--- src/rtl/ram_arb_pkg.sv ---
// Shared types and default widths for the RAM arbiter and cursor editor.
package ram_arb_pkg;

  localparam int DEF_ADDR_W = 14;
  localparam int DEF_DATA_W = 8;

  typedef enum logic [1:0] {
    IDLE,
    FETCH,
    WAIT,
    WRITE
  } cur_state_t;

  typedef enum logic [1:0] {
    OWN_NONE,
    OWN_DISP,
    OWN_CUR
  } owner_t;

endpackage

--- src/rtl/ram_arbiter_btn_edge_sync.sv ---
// Two-flop synchronizer per raw button bit plus a one-cycle pulse on each
// synchronized 1->0 transition. Flops reset to the released (high) level.
module btn_edge_sync #(
  parameter int W = 3
) (
  input  logic         clk,
  input  logic         rst,
  input  logic [W-1:0] btn,
  output logic [W-1:0] fall
);

  genvar gi;
  generate
    for (gi = 0; gi < W; gi++) begin : g_bit
      logic meta_reg;
      logic sync_reg;
      logic last_reg;

      always_ff @(posedge clk) begin
        if (!rst) begin
          meta_reg <= 1'b1;
          sync_reg <= 1'b1;
          last_reg <= 1'b1;
        end else begin
          meta_reg <= btn[gi];
          sync_reg <= meta_reg;
          last_reg <= sync_reg;
        end
      end

      assign fall[gi] = last_reg & ~sync_reg;
    end
  endgenerate

endmodule

--- src/rtl/ram_arbiter.sv ---
// Shares one single-port RAM between a pipelined display reader (fixed
// priority) and a button-driven cursor that reads and increments bytes.
module ram_arbiter
  import ram_arb_pkg::*;
#(
  parameter int ADDR_W     = DEF_ADDR_W,
  parameter int DATA_W     = DEF_DATA_W,
  parameter int RD_LAT     = 2,
  parameter int STARVE_LIM = 8
) (
  input  logic              clk,
  input  logic              rst,
  input  logic [2:0]        btn,
  input  logic              disp_req,
  input  logic [ADDR_W-1:0] disp_addr,
  output logic              disp_gnt,
  output logic [DATA_W-1:0] disp_rdata,
  output logic              disp_rvalid,
  output logic [ADDR_W-1:0] ram_address,
  output logic [DATA_W-1:0] ram_data,
  output logic              ram_wren,
  input  logic [DATA_W-1:0] ram_q,
  output logic [ADDR_W-1:0] address,
  output logic [DATA_W-1:0] q,
  output logic              busy
);

  localparam int CNT_W = (RD_LAT < 1) ? 1 : $clog2(RD_LAT + 1);
  localparam int STV_W = $clog2(STARVE_LIM + 1);

  logic [2:0]        fall;
  cur_state_t        state_reg, state_next;
  logic [ADDR_W-1:0] address_reg, address_next;
  logic [DATA_W-1:0] q_reg, q_next;
  logic              modify_reg, modify_next;
  logic [CNT_W-1:0]  wait_cnt_reg, wait_cnt_next;
  logic [STV_W-1:0]  starve_reg;
  logic [ADDR_W-1:0] ram_address_reg;
  logic [DATA_W-1:0] ram_data_reg;
  logic              ram_wren_reg;
  logic [DATA_W-1:0] rdata_reg;
  owner_t            tag_reg [RD_LAT+1];
  owner_t            tag_in;
  logic              cur_want;
  logic              cur_wins;
  logic [DATA_W-1:0] wr_data;

  btn_edge_sync #(.W(3)) u_btn (
    .clk  (clk),
    .rst  (rst),
    .btn  (btn),
    .fall (fall)
  );

  // Display holds priority unless the cursor has waited out its starvation limit.
  assign cur_want = (state_reg == FETCH) || (state_reg == WRITE);
  assign cur_wins = cur_want && (!disp_req || (starve_reg == STV_W'(STARVE_LIM)));
  assign disp_gnt = disp_req && !cur_wins;
  assign wr_data  = q_reg + DATA_W'(1);

  always_comb begin
    state_next    = state_reg;
    address_next  = address_reg;
    q_next        = q_reg;
    modify_next   = modify_reg;
    wait_cnt_next = wait_cnt_reg;
    case (state_reg)
      IDLE: begin
        if (fall[2]) begin
          modify_next = 1'b1;
          state_next  = FETCH;
        end else if (fall[0]) begin
          address_next = address_reg + ADDR_W'(1);
          state_next   = FETCH;
        end else if (fall[1]) begin
          address_next = address_reg - ADDR_W'(1);
          state_next   = FETCH;
        end
      end
      FETCH: begin
        if (cur_wins) begin
          wait_cnt_next = '0;
          state_next    = WAIT;
        end
      end
      WAIT: begin
        // rdata_reg holds our read by the last counted cycle.
        if (wait_cnt_reg == CNT_W'(RD_LAT)) begin
          q_next     = rdata_reg;
          state_next = modify_reg ? WRITE : IDLE;
        end else begin
          wait_cnt_next = wait_cnt_reg + CNT_W'(1);
        end
      end
      WRITE: begin
        if (cur_wins) begin
          q_next      = wr_data;
          modify_next = 1'b0;
          state_next  = IDLE;
        end
      end
      default: state_next = FETCH;
    endcase
  end

  always_ff @(posedge clk) begin
    if (!rst) begin
      state_reg    <= FETCH;
      address_reg  <= '0;
      q_reg        <= '0;
      modify_reg   <= 1'b0;
      wait_cnt_reg <= '0;
    end else begin
      state_reg    <= state_next;
      address_reg  <= address_next;
      q_reg        <= q_next;
      modify_reg   <= modify_next;
      wait_cnt_reg <= wait_cnt_next;
    end
  end

  always_ff @(posedge clk) begin
    if (!rst) begin
      starve_reg <= '0;
    end else if (cur_want && !cur_wins) begin
      starve_reg <= starve_reg + STV_W'(1);
    end else begin
      starve_reg <= '0;
    end
  end

  always_ff @(posedge clk) begin
    if (!rst) begin
      ram_address_reg <= '0;
      ram_data_reg    <= '0;
      ram_wren_reg    <= 1'b0;
    end else if (cur_wins) begin
      ram_address_reg <= address_reg;
      ram_wren_reg    <= (state_reg == WRITE);
      if (state_reg == WRITE) begin
        ram_data_reg <= wr_data;
      end
    end else if (disp_gnt) begin
      ram_address_reg <= disp_addr;
      ram_wren_reg    <= 1'b0;
    end else begin
      ram_wren_reg    <= 1'b0;
    end
  end

  always_comb begin
    tag_in = OWN_NONE;
    if (cur_wins) begin
      tag_in = (state_reg == WRITE) ? OWN_NONE : OWN_CUR;
    end else if (disp_gnt) begin
      tag_in = OWN_DISP;
    end
  end

  // Stage RD_LAT of the tag pipe lines up with the registered read data.
  always_ff @(posedge clk) begin
    if (!rst) begin
      for (int i = 0; i <= RD_LAT; i++) begin
        tag_reg[i] <= OWN_NONE;
      end
      rdata_reg <= '0;
    end else begin
      tag_reg[0] <= tag_in;
      for (int i = 1; i <= RD_LAT; i++) begin
        tag_reg[i] <= tag_reg[i-1];
      end
      if (tag_reg[RD_LAT-1] != OWN_NONE) begin
        rdata_reg <= ram_q;
      end
    end
  end

  assign disp_rvalid = (tag_reg[RD_LAT] == OWN_DISP);
  assign disp_rdata  = rdata_reg;
  assign ram_address = ram_address_reg;
  assign ram_data    = ram_data_reg;
  assign ram_wren    = ram_wren_reg;
  assign address     = address_reg;
  assign q           = q_reg;
  assign busy        = (state_reg != IDLE);

endmodule
--- config.mk ---
export PLATFORM = sky130hd
export DESIGN_NAME = ram_arbiter
export DESIGN_NICKNAME = d
export VERILOG_FILES = /design/src/rtl/ram_arb_pkg.sv /design/src/rtl/ram_arbiter_btn_edge_sync.sv /design/src/rtl/ram_arbiter.sv
export SDC_FILE = /design/constraint.sdc
export NUM_CORES = 1
export LEC_CHECK = 0
export ABC_AREA = 1
export BUFFER_PORTS_ARGS = -buffer_cell sky130_fd_sc_hd__clkbuf_2
export CORE_MARGIN = 1.5
export CORE_UTILIZATION = 55
export CTS_CLUSTER_SIZE = 10
export DETAILED_ROUTE_END_ITERATION = 6
export GPL_TIMING_DRIVEN = 0
export PLACE_DENSITY_LB_ADDON = 0.1
export SLEW_MARGIN = 10
export SYNTH_ARGS = -nofsm -noshare
export SYNTH_HDL_FRONTEND = slang
export SYNTH_SLANG_ARGS = --single-unit
--- constraint.sdc ---
create_clock -name clk -period 2.26 [get_ports clk]
set_input_delay 0.452 -clock clk [delete_from_list [all_inputs] [get_ports clk]]
set_output_delay 0.452 -clock clk [all_outputs]
set_load 0.05 [all_outputs]
==> results of run 1 <==
==> power by group through the flow <==
| stage | sequential, mW | clock, mW | combinational, mW |
|---|---|---|---|
| after floorplan | 1.75 | 0 | 0.459 |
| after global placement | 1.54 | 0 | 0.854 |
| after detailed placement | 1.54 | 0 | 0.869 |
| after CTS | 1.51 | 1.19 | 0.874 |
| after global routing | 1.52 | 1.25 | 0.976 |
| final | 1.51 | 1.18 | 0.878 |
==> layer usage <==
layer  up-vias  wire, µm  global-route usage, %
met5         -         0                      0
met4         0        82                   6.93
met3        10       490                   3.49
met2       108      4060                   38.7
met1      1719      4710                   37.0
li1       2011         -                      -
==> cell type report <==
cell class / count / share of cell area [%]
buffer: 15 / 1.82
clock buffer: 10 / 2.69
clock inverter: 6 / 1.98
inverter: 116 / 9.24
multi-input combinational: 372 / 40.3
sequential: 77 / 32.5
tap: 96 / 2.54
timing repair buffer: 83 / 8.90
==> repair_timing <==
action / in CTS / in global routing
endpoints found under the setup margin: 1 / 10
gates resized for setup: 1 / 5
cloned: 0 / 0
==> cells by family (layout without fill, tap and decap cells) <==
group                    after synthesis  count (layout)  share of synthesized area, %
XOR/XNOR                              11              11                          2.43
buffers and inverters                131             230                          13.2
adder cells (fa/ha/maj)               18              18                          5.87
AO/OA/AOI/OAI                        112             112                          14.9
flip-flops                            77              77                          38.9
AND/OR/NAND/NOR                      231             231                          24.8
==> synth_stat cells <==
| master | n | area, µm² |
|---|---|---|
| sky130_fd_sc_hd__a21oi_1 | 45 | 225 |
| sky130_fd_sc_hd__a31oi_1 | 4 | 25.0 |
| sky130_fd_sc_hd__buf_2 | 3 | 15.0 |
| sky130_fd_sc_hd__buf_4 | 1 | 7.51 |
| sky130_fd_sc_hd__buf_6 | 3 | 33.8 |
| sky130_fd_sc_hd__clkbuf_1 | 8 | 30.0 |
| sky130_fd_sc_hd__clkinv_1 | 1 | 3.75 |
| sky130_fd_sc_hd__dfxtp_1 | 77 | 1540 |
| sky130_fd_sc_hd__fa_1 | 1 | 20.0 |
| sky130_fd_sc_hd__ha_1 | 17 | 213 |
| sky130_fd_sc_hd__inv_1 | 110 | 413 |
| sky130_fd_sc_hd__inv_2 | 5 | 18.8 |
| sky130_fd_sc_hd__nand2_1 | 133 | 499 |
| sky130_fd_sc_hd__nand2_2 | 2 | 12.5 |
| sky130_fd_sc_hd__nand2_4 | 1 | 11.3 |
| sky130_fd_sc_hd__nand3_1 | 34 | 170 |
| sky130_fd_sc_hd__nand4_1 | 4 | 25.0 |
| sky130_fd_sc_hd__nor2_1 | 46 | 173 |
| sky130_fd_sc_hd__nor2_8 | 2 | 40.0 |
| sky130_fd_sc_hd__nor3_1 | 2 | 10.0 |
| sky130_fd_sc_hd__o211a_1 | 1 | 10.0 |
| sky130_fd_sc_hd__o211ai_1 | 3 | 22.5 |
| sky130_fd_sc_hd__o21ai_0 | 30 | 150 |
| sky130_fd_sc_hd__o21ai_1 | 25 | 125 |
| sky130_fd_sc_hd__o21ai_2 | 2 | 17.5 |
| sky130_fd_sc_hd__o21bai_1 | 1 | 7.51 |
| sky130_fd_sc_hd__o22ai_1 | 1 | 6.26 |
| sky130_fd_sc_hd__or2_2 | 7 | 43.8 |
| sky130_fd_sc_hd__xnor2_1 | 6 | 52.6 |
| sky130_fd_sc_hd__xor2_1 | 5 | 43.8 |
==> through the flow <==
stage                     util [%]  hold WS [ps]  std cells
after floorplan                  -           390        580
after global placement        65.5           397        759
after detailed placement      65.5           399        759
after CTS                     68.8           273        775
after global routing          69.0           278        775
final                         69.0           281        775
==> layout by cell type, fill, tap and decap left out <==
cell                         count
sky130_fd_sc_hd__inv_2           4
sky130_fd_sc_hd__clkinv_4        1
sky130_fd_sc_hd__clkbuf_2       82
sky130_fd_sc_hd__inv_6           2
sky130_fd_sc_hd__fa_1            1
sky130_fd_sc_hd__xor2_1          5
sky130_fd_sc_hd__clkinv_1        1
sky130_fd_sc_hd__buf_4           1
sky130_fd_sc_hd__clkinvlp_4      1
sky130_fd_sc_hd__nand2_1       132
sky130_fd_sc_hd__ha_1           17
sky130_fd_sc_hd__buf_6           4
sky130_fd_sc_hd__xnor2_1         6
sky130_fd_sc_hd__clkbuf_8        9
sky130_fd_sc_hd__or2_2           7
sky130_fd_sc_hd__o21ai_2         2
sky130_fd_sc_hd__nand2_4         1
sky130_fd_sc_hd__o211ai_1        3
sky130_fd_sc_hd__clkbuf_1        9
sky130_fd_sc_hd__o211a_1         1
sky130_fd_sc_hd__o21bai_1        1
sky130_fd_sc_hd__nand3_1        34
sky130_fd_sc_hd__nor2_8          2
sky130_fd_sc_hd__nand4_1         4
sky130_fd_sc_hd__o21ai_0        30
sky130_fd_sc_hd__nand2_2         3
sky130_fd_sc_hd__bufinv_16       2
sky130_fd_sc_hd__inv_4           1
sky130_fd_sc_hd__o22ai_1         1
sky130_fd_sc_hd__buf_2           3
sky130_fd_sc_hd__dfxtp_1        77
sky130_fd_sc_hd__nor2_1         45
sky130_fd_sc_hd__inv_1         110
sky130_fd_sc_hd__nor2_2          1
sky130_fd_sc_hd__a21oi_1        45
sky130_fd_sc_hd__nor3_1          2
sky130_fd_sc_hd__a31oi_1         4
sky130_fd_sc_hd__o21ai_1        25
==> worst min-delay path by stage <==
stage                               to  cells after the start               startpoint  slack (ps)
2_1_floorplan            tag_reg[0][2]                      2            tag_reg[0][0]         390
3_3_place_gp   u_btn.g_bit[2].sync_reg                      1  u_btn.g_bit[2].meta_reg         400
3_5_place_dp   u_btn.g_bit[1].sync_reg                      1  u_btn.g_bit[1].meta_reg         400
4_1_cts        u_btn.g_bit[0].meta_reg                      2                   btn[0]         270
5_1_grt        u_btn.g_bit[0].meta_reg                      2                   btn[0]         280
6_report       u_btn.g_bit[0].meta_reg                      2                   btn[0]         280
==> results, run 1 <==
- The cell class contributing the biggest share of worst-path delay is simple AND/OR/NAND/NOR gates.
- Of the total power, the clock network draws 33.2%.
- The number of DRC violations after detailed-routing iteration 0 is approximately 230.
- The floorplan step set the die width to 87.9 µm.
- The worst pin sits at a relative slew slack of 59.3%.
- At the later pin of the worst-skew pair, clock insertion delay measures 350 ps.
- Detailed placement finished with a half-perimeter wire length of 7180 µm.
- STA puts the critical path data required time at 1810 ps.
- The total area of multi-input combinational cells is 1910 µm².
- During I/O placement, the number of pins put on the boundary was 84.
- The final setup TNS is 0 ps.
- The via count of the first global-routing pass is roughly 3300.
- The die is 87.9 µm tall.
- The minimum setup slack after placement is 87.9 ps.
- The number of hold-repair buffers added at the cts stage is 0.
- In this run the tool buffered the top-level ports with 83 buffer cells.
- The initial utilization of the core area, before any placement, comes to 57.7%.
- The clock drives 77 sinks.
- The longest individual stage delay on the worst path is 380 ps.
- For this design the static power due to leakage is 2.59 nW.
- The maximum VDD drop is 0.526 mV.
- Measured in cells, the most critical reg-to-reg path has a length of 12.
- The worst register-to-register path ends at address[12].
- The combined global-route utilization of all metal layers is between 20% and 30%.
- Clock-pin slew was measured on the worst setup and hold paths at 90 ps.
- The net count of the mapped netlist is approximately 630.
- TritonCTS built the clock tree.
- The count of buffering cells on the critical path with inverters included is 3.
- In this run the worst setup path terminates at disp_gnt.
- The max-cap violation count is 0.
- The net switching fraction of the power is 34.8%.
- The share of final-layout standard cells stronger than drive strength 1 is 18.6%.
- The count of endpoints failing hold in the final timing report is 0.
- Setup violations remaining at the end of the flow were counted as 0.
- For this run the aggregate overflow at the end of global routing stands at 0.
- The number of buffers inserted to repair setup after CTS is 0.
- The row count is 30.
- The sequential fraction of the synthesis area is 38.9%.
- The tightest min-delay check is of the in -> reg type.
- The core region is 6870 µm².
- The final-stage net count is 720.
- Wires add up to 9340 µm.
- The timing-limited maximum frequency is approximately 480 MHz.
- At the pin with the least slew margin, the transition time is 609 ps.
- In this run the cell area measured after placement is 4500 µm².
- The power per standard cell area is 754 nW/µm².
- The gate count of the mapped netlist is 580.
- The number of clock buffers added by TritonCTS is 9.
- The combinational share of power is approximately a quarter.
- Using the TritonRoute via totals, the vias-per-cell ratio works out to around 5.0.
- Clock tree synthesis selected as its root buffer the cell sky130_fd_sc_hd__clkbuf_8.
- The post-synthesis area per instance is 6.84 µm².
- Detailed routing inserted a total of 3848 vias.
- The part of the cycle the worst path needs is 92.9%.
- At the end of routability-driven placement, the weighted congestion stood at 0.896.
- The final clock skew is between 10 and 15 ps.
- The maximum net fanout on the critical path is 9.
- The count of pins over their slew limit is 0.
- The register-to-register setup slack is 270 ps.
- The timing startpoint of the critical path is starve_reg[0].
- The final critical-path setup slack is 160 ps.
- The flow ran to the end, and the final reports show no timing, DRC or antenna violations.
- Setup repair after global routing left no endpoint under its margin.
- The repair_antennas step left the layout with diodes totalling 0.
- The sequential fraction of design power is 42.3%.
- The H-tree depth reported by CTS is 3.
- The count of fill cells added during filler insertion is 652.
- Among all stages on the critical path, the largest delay is contributed by sky130_fd_sc_hd__dfxtp_1.
- The number of distinct library cell variants in the gate-level netlist after synthesis is 30.
- The data arrival time of the critical path is 1650 ps.
- The number of logic stages on the critical path including buffering is 8.
- The iteration count of the initial detailed-routing pass is 5.
- The average routed wire per standard cell is 12.1 µm.
- After synthesis the netlist holds a flip-flop and latch count of 77.
- The startpoint of the worst register-to-register path is u_btn.g_bit[0].sync_reg.
- STA classifies the critical path endpoint as an output port.
- The routed design could run at a clock period as short as ~2100 ps.
- The flip-flop and latch area is 1540 µm².
- Summing every instance area after synthesis gives 3970 µm².
- The design area is 4740 µm².
- No sink is reached through more buffers than the 2 on the longest clock path.
- The residual antenna-violating net count after detailed routing is 0.
- Walking the worst path, the cells encountered are inv_1 > ha_1 > nand3_1 > nand2_2 > inv_4 > nor2_8 > nor2_2 > buf_6.
- The DRC violation count after routing is 0.
- Relative to the synthesized area, the layout overhead comes to 19.4%.
- The initial antenna violation count was 0.
- The wire length of the first global-routing pass is roughly 15000 µm.
- The type of the worst setup path is reg -> out.
- The floorplan die area is 7730 µm².
- The internal power of the cells totals roughly 2.3 mW.
- The worst setup path is launched from a flip-flop.
- The count of synthesis-stage warnings from yosys is 0.
- Summing internal, switching and leakage power gives 3.57 mW.
- The reported net switching power is 1.24 mW.
- Entering global routing, the biggest net connects 17 pins.
No activity file was read; power rests on OpenSTA's default activity.
==> run 2: changes to the inputs <==
--- a/config.mk
+++ b/config.mk
@@ -13,6 +13,7 @@
 export DETAILED_ROUTE_END_ITERATION = 6
 export GPL_TIMING_DRIVEN = 0
 export PLACE_DENSITY_LB_ADDON = 0.1
+export RECOVER_POWER = 100
 export SLEW_MARGIN = 10
 export SYNTH_ARGS = -nofsm -noshare
 export SYNTH_HDL_FRONTEND = slang
==> results, run 2 (synthesis results as in run 1) <==
- The worst setup path is of the reg -> out kind.
- The signal on the critical path passes through inv_1 > ha_1 > nand3_1 > nand2_2 > inv_4 > nor2_8 > nor2_2 > clkbuf_4.
- In this run the tool buffered the top-level ports with 83 buffer cells.
- Global routing finished with a remaining overflow of 0.
- The register-to-register setup slack is 200 ps.
- Summed over all failing endpoints, the final setup total negative slack is 0 ps.
- The count of pins over their slew limit is 0.
- The total setup violations reported at the end of the flow is 0.
- The half-perimeter wire length after detailed placement is 7180 µm.
- The startpoint of the worst register-to-register path is starve_reg[0].
- Clock tree synthesis inserted a total of 9 buffers.
- Headroom to the max-slew limit came out at approximately 58%.
- Summing over every cut layer, the via total after detailed routing is 3845.
- The final weighted congestion in routability-driven placement is between 0.8 and 0.9.
- The launching element type of the critical path is a flip-flop.
- The H-tree depth reported by CTS is 3.
- 0 antenna diodes ended up in the layout.
- The total area inside the core boundary comes to 6870 µm².
- Setup repair after global routing left no endpoint under its margin.
- The area overhead of the layout relative to synthesis is 16.7%.
- The final cell count without fillers is 775.
- The critical path's slowest cell is sky130_fd_sc_hd__dfxtp_1.
- The floorplan die width is 87.9 µm.
- The maximum net fanout on the critical path is 9.
- The total instance count after detailed placement is 759.
- The placed standard-cell area is 4500 µm².
- Subtracting the final worst setup slack from the clock period gives 2120 ps.
- For this block, the initial DRC count from the detailed router was 211.
- Once routing completed, OpenROAD measured the worst setup slack at 142 ps.
- Prior to clock tree synthesis, the placed netlist has a worst setup slack of 87.9 ps.
- At the end of the flow the core is filled with cells to 67.4%.
- The path class of the lowest-slack min-delay path is in -> reg.
- The final layout contains routed wiring with a total length of 9430 µm.
- For this design the ratio of total power to cell area is 766 nW/µm².
- Once detail routing completed, the nets flagged for antenna violations numbered 0.
- The post-route netlist has 9.28% of its cells at a drive strength greater than 1.
- Grouping stages by cell kind, the critical path spends the most delay in buffers and inverters.
- The floorplan has 30 rows.
- The analysis attributes to cell leakage a power of 2.37 nW.
- The hold path startpoint is btn[0].
- Leaving out fill and tap cells, the most frequent cell in the layout is sky130_fd_sc_hd__nand2_1.
- The required time of the worst setup path is 1810 ps.
- The insertion delay to the later sink of the worst-skew pair is about 360 ps.
- Using the TritonRoute via totals, the vias-per-cell ratio works out to 4.96.
- The number of hold-repair buffers added at the cts stage is 0.
- The number of buffers and inverters on the critical path is 3.
- Global routing consumed, over all layers together, 25.2% of the routing resources.
- The clock passes through at most 2 buffers.
- The die span in y is 87.9 µm.
- The via count of the first global-routing pass is ~3300.
- The maximum number of pins on one net before global-route repair is 17.
- The count of endpoints failing hold in the final timing report is 0.
- VDD sags by at most approximately 0.53 mV.
- The part of the cycle the worst path needs is 93.7%.
- The design area is between 4000 and 5000 µm².
- The clock transition at the registers of the reported paths is 90 ps.
- In the final design database the tool counted 720 nets.
- The count of pins on the block boundary is 84.
- The capture instance of the worst register-to-register path is q[0].
- The wire length of the first global-routing pass is 15300 µm.
- The average routed wire per standard cell is ~12 µm.
- The data arrival time of the critical path is about 1700 ps.
- The initial core utilization is between 50% and 60%.
- The floorplan die area is 7730 µm².
- In the layout the commonest cells are sky130_fd_sc_hd__nand2_1, sky130_fd_sc_hd__inv_1, sky130_fd_sc_hd__dfxtp_1.
- Counting instances, the worst hold path has a depth of 2.
- The path with the worst hold slack has its endpoint at u_btn.g_bit[0].meta_reg.
- The initial antenna violation count is 0.
- The cell at the root of the clock tree is sky130_fd_sc_hd__clkbuf_8.
- The DRC violation count after routing is 0.
- The critical path capture point type is an output port.
- The total chip power is approximately 3.5 mW.
- The longest individual stage delay on the worst path is 380 ps.
- The max-cap violation count is 0.
- Counting cells, the worst reg-to-reg path comes to 9.
- The iteration count of the initial detailed-routing pass is 5.
- The clock tree from TritonCTS is done.
- The clock net in this run drives a total of 77 sinks.
- Final hold analysis gives a worst-case slack of about 280 ps.
- The timing-limited maximum frequency is 472 MHz.
- The run finished with clean final reports.
- The clock arrives with approximately 12 ps of skew.
- The actual slew at the worst max-slew pin is around 640 ps.
## run 2: power by group
group / leakage (nW) / switching (mW) / total, mW / internal [mW]
clock network: 0.107 / 0.556 / 1.19 / 0.633
registers: 0.630 / 0.0680 / 1.51 / 1.44
logic: 1.64 / 0.617 / 0.846 / 0.229
total: 2.37 / 1.24 / 3.55 / 2.30
## run 2: repair_timing
action,CTS,global route
buffers inserted,0,0
setup endpoints to repair,1,10
resized for setup,1,5
## run 2: final cells by class
type,count,area [µm²]
Inverter,116,438
Buffer,15,63.8
Timing Repair Buffer,83,348
Clock buffer,10,128
Clock inverter,6,93.8
Multi-Input combinational cell,372,1900
Tap cell,96,120
Fill cell,696,2240
Sequential cell,77,1540
## run 2: metal layers
layer	GRT usage [%]	routed length (µm)	part of all wire (%)
met4	6.93	88	0.93
met1	37.0	4860	51
met2	38.7	4040	43
met5	0	0	0
met3	3.49	447	4.7
## run 2: worst max path at each step
stage,startpoint,end,slack (ps),cells past startpoint
floorplan,starve_reg[0],disp_gnt,240,7
detailed placement,u_btn.g_bit[0].sync_reg,address[6],90,12
finish,starve_reg[0],disp_gnt,140,8
global placement,u_btn.g_bit[0].sync_reg,address[6],80,12
CTS,starve_reg[0],disp_gnt,30,8
global route,starve_reg[0],q[2],30,9
==> run 3: changes to the inputs <==
--- a/config.mk
+++ b/config.mk
@@ -13,7 +13,7 @@
 export DETAILED_ROUTE_END_ITERATION = 6
 export GPL_TIMING_DRIVEN = 0
 export PLACE_DENSITY_LB_ADDON = 0.1
-export RECOVER_POWER = 100
+export RECOVER_POWER = 50
 export SLEW_MARGIN = 10
 export SYNTH_ARGS = -nofsm -noshare
 export SYNTH_HDL_FRONTEND = slang
==> results, run 3 (synthesis results as in run 1) <==
- The flow ran to the end, and the final reports show no timing, DRC or antenna violations.
- Of all nets on the critical path, the largest fanout is 9.
- The highest-utilization routing layer at the global route stage is met2.
- The count of endpoints failing hold in the final timing report is 0.
- After floorplanning, the core was divided into 30 placement rows.
- The minimum setup slack after placement is 87.9 ps.
- The floorplan die area is 7730 µm².
- Dividing the detail-routed wire length by the instance count gives 12.1 µm.
- The timing-limited maximum frequency is 482 MHz.
- The count of pins over their slew limit is 0.
- At the end of the flow the core is filled with cells to 68.3%.
- The number of DRC violations after detailed-routing iteration 0 is about 210.
- At the later pin of the worst-skew pair, clock insertion delay measures 360 ps.
- On the final layout, the worst clock skew is 12.4 ps.
- The initial utilization of the core area, before any placement, comes to 57.7%.
- The final critical-path setup slack is 185 ps.
- After floorplanning, the core was sized to cover 6870 µm².
- STA classifies the critical path endpoint as an output port.
- The H-tree depth reported by CTS is 3.
- The top cell types in the final layout, fill and taps aside, are sky130_fd_sc_hd__nand2_1, sky130_fd_sc_hd__inv_1, sky130_fd_sc_hd__dfxtp_1.
- Entering global routing, the biggest net connects 17 pins.
- The final cell count without fillers is 775.
- Setup violations remaining at the end of the flow were counted as 0.
- The first global-routing pass estimated 15300 µm of wire.
- Global routing consumed, on the met3 layer, under 10% of the routing resources.
- The number of clock buffers inserted by TritonCTS is 9.
- Once detail routing completed, the nets flagged for antenna violations numbered 0.
- Using the TritonRoute via totals, the vias-per-cell ratio works out to 4.95.
- The count of buffering cells on the critical path with inverters included is 3.
- Setup repair after global routing left no endpoint under its margin.
- The cell class contributing the biggest share of worst-path delay is flip-flops.
- The setup path with the least slack is of type reg -> out.
- The initial antenna violation count is 0.
- The worst path uses 91.8% of the clock period.
- The iteration count of the initial detailed-routing pass is 5.
- Clock-pin slew was measured on the worst setup and hold paths at around 90 ps.
- In the final layout, the share of cells above drive strength 1 is 13.7%.
- The leakage power summed over all cells is 2.47 nW.
- Data on the critical path arrives at its endpoint at 1620 ps.
- The half-perimeter wire length after detailed placement is 7180 µm.
- The total instance count after detailed placement is 759.
- In the final timing run, aggregate negative setup slack is 0 ps.
- STA classifies the critical path startpoint as a flip-flop.
- On the final layout, the worst hold slack is between 200 and 300 ps.
- The count of fill cells added during filler insertion is 672.
- The critical path's slowest cell is sky130_fd_sc_hd__dfxtp_1.
- From synthesis to final layout, the design area changed by 18.2%.
- The number of cells on the worst reg-to-reg path is 12.
- The power per standard cell area is 761 nW/µm².
- The actual slew at the worst max-slew pin is 609 ps.
- Counting buffers and inverters, the worst setup path is 8 cells deep.
- The total overflow left after global routing is 0.
- The number of buffers inserted to repair setup after CTS is 0.
- The floorplan die width is 87.9 µm.
- The number of diodes added for antenna fixing is 0.
- The via count of the first global-routing pass is 3333.
- The clock period minus worst slack is ~2100 ps.
- The die span in y is 87.9 µm.
- The combined global-route utilization of all metal layers is 25.2%.
- The via total after detailed routing is 3836.
- The worst hold path was traced through 2 stages.
- Global routing used between 30% and 40% of the available met2 tracks.
- The signal on the critical path passes through inv_1 > ha_1 > nand3_1 > nand2_2 > inv_4 > nor2_8 > nor2_2 > buf_6.
- The max-cap violation count is 0.
- The maximum VDD drop is 0.527 mV.
- In this run the most critical hold path is launched from btn[0].
- The number of buffers on the longest clock path is 2.
- TritonCTS built the clock tree.
- For this run, global-route usage on met1 was measured as around 37%.
- Counting every sink on the clock net gives 77.
- The congestion estimate from routability-driven global placement came to 0.896.
- The longest individual stage delay on the worst path is 380 ps.
- The count of pins on the block boundary is between 80 and 90.
- Leaving out fill and tap cells, the most frequent cell in the layout is sky130_fd_sc_hd__nand2_1.
- Tracing the worst setup path back leads to its startpoint at starve_reg[0].
- The aggregate routed wire length is 9400 µm.
- For this run, the post-layout net count is 720.
- The cell at the root of the clock tree is sky130_fd_sc_hd__clkbuf_8.
- The DRC violation count after routing is 0.
- Headroom to the max-slew limit came out at 59.2%.
- The startpoint of the worst register-to-register path is u_btn.g_bit[0].sync_reg.
- For the worst setup path, the data required time is 1810 ps.
- Buffers placed on the I/O ports in this run total 83.
- The path class of the lowest-slack min-delay path is in -> reg.
## run 3: cell count changes in the layout (fill, tap and decap cells not counted)
| cell | change |
|---|---|
| sky130_fd_sc_hd__buf_2 | +1 |
| sky130_fd_sc_hd__buf_6 | +4 |
| sky130_fd_sc_hd__clkbuf_1 | -27 |
| sky130_fd_sc_hd__clkbuf_2 | +23 |
| sky130_fd_sc_hd__clkbuf_4 | -1 |
| sky130_fd_sc_hd__inv_1 | -2 |
| sky130_fd_sc_hd__inv_2 | +2 |
| sky130_fd_sc_hd__o21ai_0 | -12 |
| sky130_fd_sc_hd__o21ai_1 | +11 |
| sky130_fd_sc_hd__o21ai_2 | +1 |
## run 3: path summary, 6_finish.rpt
path | to | slack, ps
worst max-delay path | disp_gnt | 190
worst min-delay path | u_btn.g_bit[0].meta_reg | 280
worst max register to register | address[6] | 270
worst min register to register | u_btn.g_bit[1].sync_reg | 420
## run 3: area by class of cell
type                    instances  area, µm²  area share, %
multi-input cells             372       1900           40.5
flip-flops and latches         77       1540           32.9
inverters                     116        438           9.34
repair buffers                 83        382           8.14
clock buffers                  10        128           2.72
well taps                      96        120           2.56
clock inverters                 6       93.8           2.00
plain buffers                  15       86.3           1.84
## run 3: through the flow
stage / power [mW] / area, µm²
global route: 3.74 / 4690
global placement: 2.39 / 4500
finish: 3.57 / 4690
CTS: 3.58 / 4730
detailed placement: 2.41 / 4500
floorplan: 2.21 / 3970
## run 3: timing repair
action                                  CTS  global route
gates resized for setup                   1             5
endpoints found under the setup margin    1            10
hold buffers                              0             0
## run 3: metal layers
metal / wire length, µm / vias to the layer above
li1: - / 2008
met1: 4770 / 1714
met2: 4030 / 102
met3: 505 / 12
met4: 99 / 0
met5: 0 / -
## run 3: worst register-to-register path, cell delays in order, from the launching register on
cell	delay [ps]
sky130_fd_sc_hd__dfxtp_1	310
sky130_fd_sc_hd__inv_1	50
sky130_fd_sc_hd__nand2_2	270
sky130_fd_sc_hd__inv_1	110
sky130_fd_sc_hd__fa_1	410
sky130_fd_sc_hd__inv_1	100
sky130_fd_sc_hd__nand3_1	70
sky130_fd_sc_hd__nand3_1	160
sky130_fd_sc_hd__nand2_1	110
sky130_fd_sc_hd__nand3_1	90
sky130_fd_sc_hd__nand3_1	70
sky130_fd_sc_hd__o211ai_1	80
sky130_fd_sc_hd__inv_1	60
## run 3: report_power, final
| part | internal [mW] | switching (mW) | leakage, nW |
|---|---|---|---|
| Sequential | 1.44 | 0.0682 | 0.630 |
| Combinational | 0.245 | 0.621 | 1.73 |
| Clock | 0.633 | 0.557 | 0.107 |
| Total | 2.32 | 1.25 | 2.47 |
